[config.mk]
export PLATFORM = sky130hd
export DESIGN_NAME = keypad_scan
export DESIGN_NICKNAME = d
export VERILOG_FILES = /design/src/rtl/keypad_pkg.sv /design/src/rtl/keypad_debounce.sv /design/src/rtl/keypad_scan.sv
export SDC_FILE = /design/constraint.sdc
export NUM_CORES = 1
export LEC_CHECK = 0
export CELL_PAD_IN_SITES_DETAIL_PLACEMENT = 1
export CELL_PAD_IN_SITES_GLOBAL_PLACEMENT = 1
export CORE_MARGIN = 3
export CORE_UTILIZATION = 40
export CTS_CLUSTER_DIAMETER = 200
export DETAILED_ROUTE_END_ITERATION = 16
export GPL_TIMING_DRIVEN = 0
export PLACE_DENSITY_LB_ADDON = 0.1
export SYNTH_ARGS = -nofsm -noshare
export SYNTH_HDL_FRONTEND = slang
export SYNTH_SLANG_ARGS = --single-unit
[constraint.sdc]
create_clock -name clk_1khz -period 22.2 [get_ports clk_1khz]
set_clock_uncertainty 0.1 [all_clocks]
set_input_delay 2.22 -clock clk_1khz [delete_from_list [all_inputs] [get_ports clk_1khz]]
set_output_delay 2.22 -clock clk_1khz [all_outputs]
set_load 0.01 [all_outputs]
[src/rtl/keypad_pkg.sv]
// Shared types and constants for the 4x4 keypad scanner: FSM encoding,
// key codes, the physical layout table and the decimal-entry helper.
package keypad_pkg;

  typedef enum logic [1:0] {
    ST_IDLE,
    ST_PRESS_DB,
    ST_HELD,
    ST_RELEASE_DB
  } kp_state_e;

  localparam logic [3:0] KEY_A    = 4'd10;
  localparam logic [3:0] KEY_B    = 4'd11;
  localparam logic [3:0] KEY_C    = 4'd12;
  localparam logic [3:0] KEY_D    = 4'd13;
  localparam logic [3:0] KEY_STAR = 4'd14;
  localparam logic [3:0] KEY_HASH = 4'd15;

  // Indexed by row*4 + col.
  localparam logic [15:0][3:0] KEY_LAYOUT = {
    KEY_D, KEY_HASH, 4'd0, KEY_STAR,
    KEY_C, 4'd9,     4'd8, 4'd7,
    KEY_B, 4'd6,     4'd5, 4'd4,
    KEY_A, 4'd3,     4'd2, 4'd1
  };

  // entry < 10000 always, so (entry*10 + d) mod 10000 == (entry mod 1000)*10 + d.
  function automatic logic [31:0] entry_shift(input logic [31:0] cur, input logic [3:0] digit);
    return ((cur % 32'd1000) * 32'd10) + {28'd0, digit};
  endfunction

endpackage

[src/rtl/keypad_debounce.sv]
// Column scanner, row synchronizer and per-scan press/release debouncer.
// Emits a one-cycle key_valid with the accepted key code.
module keypad_debounce
  import keypad_pkg::*;
#(
  parameter int unsigned SLOT_CYCLES    = 4,
  parameter int unsigned DEBOUNCE_SCANS = 3
) (
  input  logic       clk_1khz,
  input  logic       rst,
  input  logic [3:0] rows_n,
  output logic [3:0] cols_n,
  output logic       key_valid,
  output logic [3:0] key_code
);

  localparam int unsigned SLOT_W   = $clog2(SLOT_CYCLES);
  localparam int unsigned CNT_W    = $clog2(DEBOUNCE_SCANS + 1);
  localparam logic        ONE_SCAN = (DEBOUNCE_SCANS <= 1);

  logic [3:0]        sync1_q, sync2_q;
  logic [SLOT_W-1:0] slot_q, slot_d;
  logic [1:0]        col_q, col_d;
  logic [15:0]       map_q, map_d, scan_map;
  kp_state_e         state_q, state_d;
  logic [3:0]        cand_q, cand_d;
  logic [CNT_W-1:0]  cnt_q, cnt_d;
  logic              valid_q, valid_d;
  logic [3:0]        code_q, code_d;

  logic              slot_last, scan_done;
  logic [4:0]        n_pressed;
  logic [3:0]        hit_idx;
  logic              single, none;
  logic [31:0]       cnt_inc;
  logic              cnt_done;

  always_comb begin
    slot_last = (slot_q == SLOT_W'(SLOT_CYCLES - 1));
    scan_done = slot_last && (col_q == 2'd3);
    slot_d    = slot_last ? '0 : slot_q + 1'b1;
    col_d     = slot_last ? col_q + 2'd1 : col_q;

    // Merge this slot's rows into the map so the final column is visible on scan_done.
    scan_map = map_q;
    for (int unsigned r = 0; r < 4; r++) begin
      scan_map[{2'(r), col_q}] = ~sync2_q[r];
    end
    map_d = scan_done ? '0 : (slot_last ? scan_map : map_q);

    n_pressed = '0;
    hit_idx   = '0;
    for (int unsigned i = 0; i < 16; i++) begin
      if (scan_map[i]) begin
        n_pressed = n_pressed + 5'd1;
        hit_idx   = 4'(i);
      end
    end
    single   = (n_pressed == 5'd1);
    none     = (n_pressed == 5'd0);
    cnt_inc  = 32'(cnt_q) + 32'd1;
    cnt_done = (cnt_inc >= DEBOUNCE_SCANS);
  end

  always_comb begin
    state_d = state_q;
    cand_d  = cand_q;
    cnt_d   = cnt_q;
    valid_d = 1'b0;
    code_d  = code_q;
    if (scan_done) begin
      unique case (state_q)
        ST_IDLE: begin
          if (single) begin
            cand_d = hit_idx;
            cnt_d  = CNT_W'(1);
            if (ONE_SCAN) begin
              state_d = ST_HELD;
              valid_d = 1'b1;
              code_d  = KEY_LAYOUT[hit_idx];
            end else begin
              state_d = ST_PRESS_DB;
            end
          end
        end
        ST_PRESS_DB: begin
          if (single && (hit_idx == cand_q)) begin
            cnt_d = CNT_W'(cnt_inc);
            if (cnt_done) begin
              state_d = ST_HELD;
              valid_d = 1'b1;
              code_d  = KEY_LAYOUT[cand_q];
            end
          end else if (single) begin
            cand_d = hit_idx;
            cnt_d  = CNT_W'(1);
          end else begin
            state_d = ST_IDLE;
            cnt_d   = '0;
          end
        end
        ST_HELD: begin
          if (none) begin
            cnt_d   = ONE_SCAN ? '0 : CNT_W'(1);
            state_d = ONE_SCAN ? ST_IDLE : ST_RELEASE_DB;
          end
        end
        ST_RELEASE_DB: begin
          if (none) begin
            cnt_d = CNT_W'(cnt_inc);
            if (cnt_done) begin
              state_d = ST_IDLE;
              cnt_d   = '0;
            end
          end else begin
            state_d = ST_HELD;
            cnt_d   = '0;
          end
        end
        default: state_d = ST_IDLE;
      endcase
    end
  end

  always_ff @(posedge clk_1khz) begin
    if (rst) begin
      sync1_q <= '1;
      sync2_q <= '1;
      slot_q  <= '0;
      col_q   <= '0;
      map_q   <= '0;
      state_q <= ST_IDLE;
      cand_q  <= '0;
      cnt_q   <= '0;
      valid_q <= 1'b0;
      code_q  <= '0;
    end else begin
      sync1_q <= rows_n;
      sync2_q <= sync1_q;
      slot_q  <= slot_d;
      col_q   <= col_d;
      map_q   <= map_d;
      state_q <= state_d;
      cand_q  <= cand_d;
      cnt_q   <= cnt_d;
      valid_q <= valid_d;
      code_q  <= code_d;
    end
  end

  assign cols_n    = ~(4'b0001 << col_q);
  assign key_valid = valid_q;
  assign key_code  = code_q;

endmodule

[src/rtl/keypad_scan.sv]
// Keypad front end plus decimal accumulator: digits shift into a 4-digit
// entry, '*' clears it, '#' commits it to value_out.
module keypad_scan
  import keypad_pkg::*;
#(
  parameter int unsigned SLOT_CYCLES    = 4,
  parameter int unsigned DEBOUNCE_SCANS = 3
) (
  input  logic        clk_1khz,
  input  logic        rst,
  input  logic [3:0]  rows_n,
  output logic [3:0]  cols_n,
  output logic        key_valid,
  output logic [3:0]  key_code,
  output logic [31:0] entry,
  output logic [31:0] value_out,
  output logic        commit
);

  logic [31:0] entry_q, entry_d;
  logic [31:0] value_q, value_d;
  logic        commit_d;

  keypad_debounce #(
    .SLOT_CYCLES    (SLOT_CYCLES),
    .DEBOUNCE_SCANS (DEBOUNCE_SCANS)
  ) u_debounce (
    .clk_1khz  (clk_1khz),
    .rst       (rst),
    .rows_n    (rows_n),
    .cols_n    (cols_n),
    .key_valid (key_valid),
    .key_code  (key_code)
  );

  always_comb begin
    entry_d  = entry_q;
    value_d  = value_q;
    commit_d = 1'b0;
    if (key_valid) begin
      if (key_code <= 4'd9) begin
        entry_d = entry_shift(entry_q, key_code);
      end else if (key_code == KEY_STAR) begin
        entry_d = '0;
      end else if (key_code == KEY_HASH) begin
        value_d  = entry_q;
        commit_d = 1'b1;
        entry_d  = '0;
      end
    end
  end

  always_ff @(posedge clk_1khz) begin
    if (rst) begin
      entry_q <= '0;
      value_q <= '0;
    end else begin
      entry_q <= entry_d;
      value_q <= value_d;
    end
  end

  // Outputs follow the next-state values so the update is visible in the key_valid cycle.
  assign entry     = entry_d;
  assign value_out = value_d;
  assign commit    = commit_d;

endmodule

==> run summary <==
Min Tclk post-route - 21.54 ns
F_max - 46.42 MHz
Clk slew on worst S/H paths - 0.08 ns
First-pass GRT wire length - 81.74 mm
YS warnings - 0
VDD IR max - 34.59 uV
Placer congestion estimate - 0.8766
Nets@finish - 2254
Launching point of the worst reg2reg path - entry_q[24]
Synth Flop Type - dfxtp_1
Starting Density - 0.4124
Hold Path Depth - 1
Die Ht - 196.1 um
# rows - 68
Final Cycle Share - 0.9703
Hold endpoint - u_debounce.sync2_q[2]
Gr usage total - 0.2535
Most frequent cells in the layout - 207 x nand2_1, 161 x nor2_1, 103 x a21oi_1, 103 x dfxtp_1, 91 x xnor2_1
Inserted Diodes - 0
Hold Startpoint - u_debounce.sync1_q[2]
Setup crit start kind - register
Synth cell types - 132
Slowest CP cell - or4_4
Register area share after synthesis - 0.1454
Routed Antenna Nets - 0
GRT overflow - 0
CTS tree - built
Final hold slack - 0.3137 ns
Final setup viols - 0
R2R Setup Slk - 3.21 ns
Drt wl/cell - 19.47 um
P_sw - 160.6 uW
Share of post-route cells with drive strength above 1 - 0.1756
Synthesized instance count - 1963
P_int - 328.0 uW
Final core utilization - 0.5111
Power share of the clock group - 0.367
TritonCTS Buffers - 9
Max Slew Vio Count - 0
Mapped cell area - 14460 um^2
Combinational power share - 0.243
Synth Register Bits - 105
Worst Path Required - 19.88 ns
Final cell count without fillers - 2631
Pin count of the biggest net entering global routing - 20
Number of synthesized flops with an enable pin - 0
PwrDens - 27.27 nW/um^2
Total number of vias - 15530
Crit Path Class - register to primary output
Top cell family by delay on the critical path - compound AO/OA/AOI/OAI gates
Most common cell on crit path - buf_4
Initial antenna violation count - 0
Buffers on Ports - 78
RSZ-0062 raised after global routing - true
Worst Hold Class - register to register
Worst Max-Slew Pin Slew - 0.8961 ns
Critical path endpoint category - primary output
Switching share of power - 0.3288
Outcome - finished clean
Post-DP HPWL - 38.70 mm
CP max FO - 10
Worst slew margin - 0.3971
CP bufs+invs - 12
Placed Cells - 2533
Fillers - 4380
Bufs on Longest Clock Path - 2
DRC errors left - 0
DR iter-0 viols - 756
Die area - 38460 um^2
Final hold violation count - 0
Clk Latency, worst-skew pair - 0.37 ns
Detailed Route WL - 51.22 mm
DR pass1 iterations - 5
Vias in the first global route - 15530
Most common cell after layout, fill and taps aside - nand2_1
Die X - 196.1 um
Area growth syn-to-layout - 23.93%
Setup TNS - 0 ns
Pleak - 0.006776 uW
Root Buffer - clkbuf_16
Core outline area - 35050 um^2
Max-cap check violation count - 0
Clock Sinks - 105
Avg Vias per Cell - 5.901
Reg2Reg Depth - 80
I/O Pins - 80
Ys async rst share - 0
H-tree depth - 3
CP arrival - 19.22 ns
Mean Syn Cell Area - 7.364 um^2
Reg-to-reg endpoint - entry_q[13]
Seq pwr share - 0.390
Crit-path max cell delay - 0.59 ns
Total power - 488.6 uW
-- state kept, by name (all words and copies together), names as in the netlist --
register,flops
entry_q,32
u_debounce.cand_q,4
u_debounce.cnt_q,2
u_debounce.col_q,2
u_debounce.key_code,4
u_debounce.key_valid,1
u_debounce.map_q,16
u_debounce.slot_q,2
u_debounce.state_q,2
u_debounce.sync1_q,4
u_debounce.sync2_q,4
value_q,32
-- synth_stat cells (all sizes together), types with 10 or more instances --
library cell,instances,share of area
nand2,212,0.055
nor2,177,0.047
a21oi,130,0.050
o21ai,121,0.044
dfxtp,105,0.15
xnor2,102,0.065
ha,75,0.065
nor2b,75,0.032
inv,70,0.018
clkbuf,67,0.017
nand3,66,0.025
nor3,51,0.019
xor2,48,0.030
mux2i,42,0.031
and3,34,0.015
buf,33,0.013
o211ai,32,0.018
o21bai,31,0.016
a21o,30,0.016
and2,29,0.013
nand4,27,0.012
a211oi,24,0.015
a31oi,22,0.012
or2,21,0.0091
a22o,20,0.012
nor4,19,0.0095
mux2,15,0.012
o2111ai,15,0.011
o21a,15,0.0078
or3,12,0.0055
a21boi,11,0.0065
o22ai,11,0.0056
a211o,10,0.0061
a2bb2oi,10,0.0077
nand2b,10,0.0043
o31a,10,0.0061
or4,10,0.0057
-- cell type report --
type	instances	area, um^2	area share
tap	455	569.3	0.03178
clock inverter	6	85.08	0.004749
inverter	73	274.0	0.01529
clock buffer	10	229.0	0.01278
buffer	97	473.0	0.02640
sequential	105	2105	0.1175
multi-input combinational	1722	12720	0.7102
timing repair buffer	163	1456	0.08129
-- power groups by stage --
stage | Clock [uW] | Combinational [uW] | Sequential, uW
6_report | 179 | 119 | 191
5_1_grt | 191 | 137 | 191
4_1_cts | 184 | 114 | 191
3_5_place_dp | 0 | 112 | 195
3_3_place_gp | 0 | 108 | 195
2_1_floorplan | 0 | 92.3 | 195
-- worst max path at each step --
stage	end	startpoint	cells after the start
after detailed placement	entry[14]	entry_q[27]	72
after CTS	entry[14]	entry_q[31]	78
after floorplan	entry[14]	entry_q[31]	75
final	entry[14]	entry_q[24]	80
after global placement	entry[14]	entry_q[27]	72
after global routing	entry[14]	entry_q[24]	81
-- through the flow --
stage / worst slack (ns) / cell area [um^2]
3_3_place_gp: -0.6636 / 15950
2_1_floorplan: 2.888 / 14600
5_1_grt: -0.2573 / 17920
4_1_cts: 0.002020 / 16740
3_5_place_dp: -1.115 / 15950
6_report: 0.6584 / 17920
-- per-layer routing --
layer	part of all wire	up-vias	track usage
met2	0.49	225	0.4375
li1	-	7622	-
met5	0	-	0
met1	0.47	7621	0.3457
met4	0.017	0	0.04938
met3	0.026	57	0.02404
-- cell families after synthesis --
family	share of synthesized area
DFF	0.1454
other	0.0002594
muxes	0.04397
and+or+nand+nor	0.2762
buffers and inverters	0.04899
xor gates and xnor gates	0.09425
AOI/OAI and AO/OA	0.3183
adders and majority gates	0.07262
-- repair_timing --
item                                   4_1_cts  5_1_grt
cloned                                       0        1
setup endpoints to repair                   10       11
setup buffers                               23       61
hold buffers                                 0        0
pin swaps                                   22       66
resized for setup                           64      161
endpoints found under the hold margin        0        0
No activity file was read; power rests on OpenSTA's default activity.
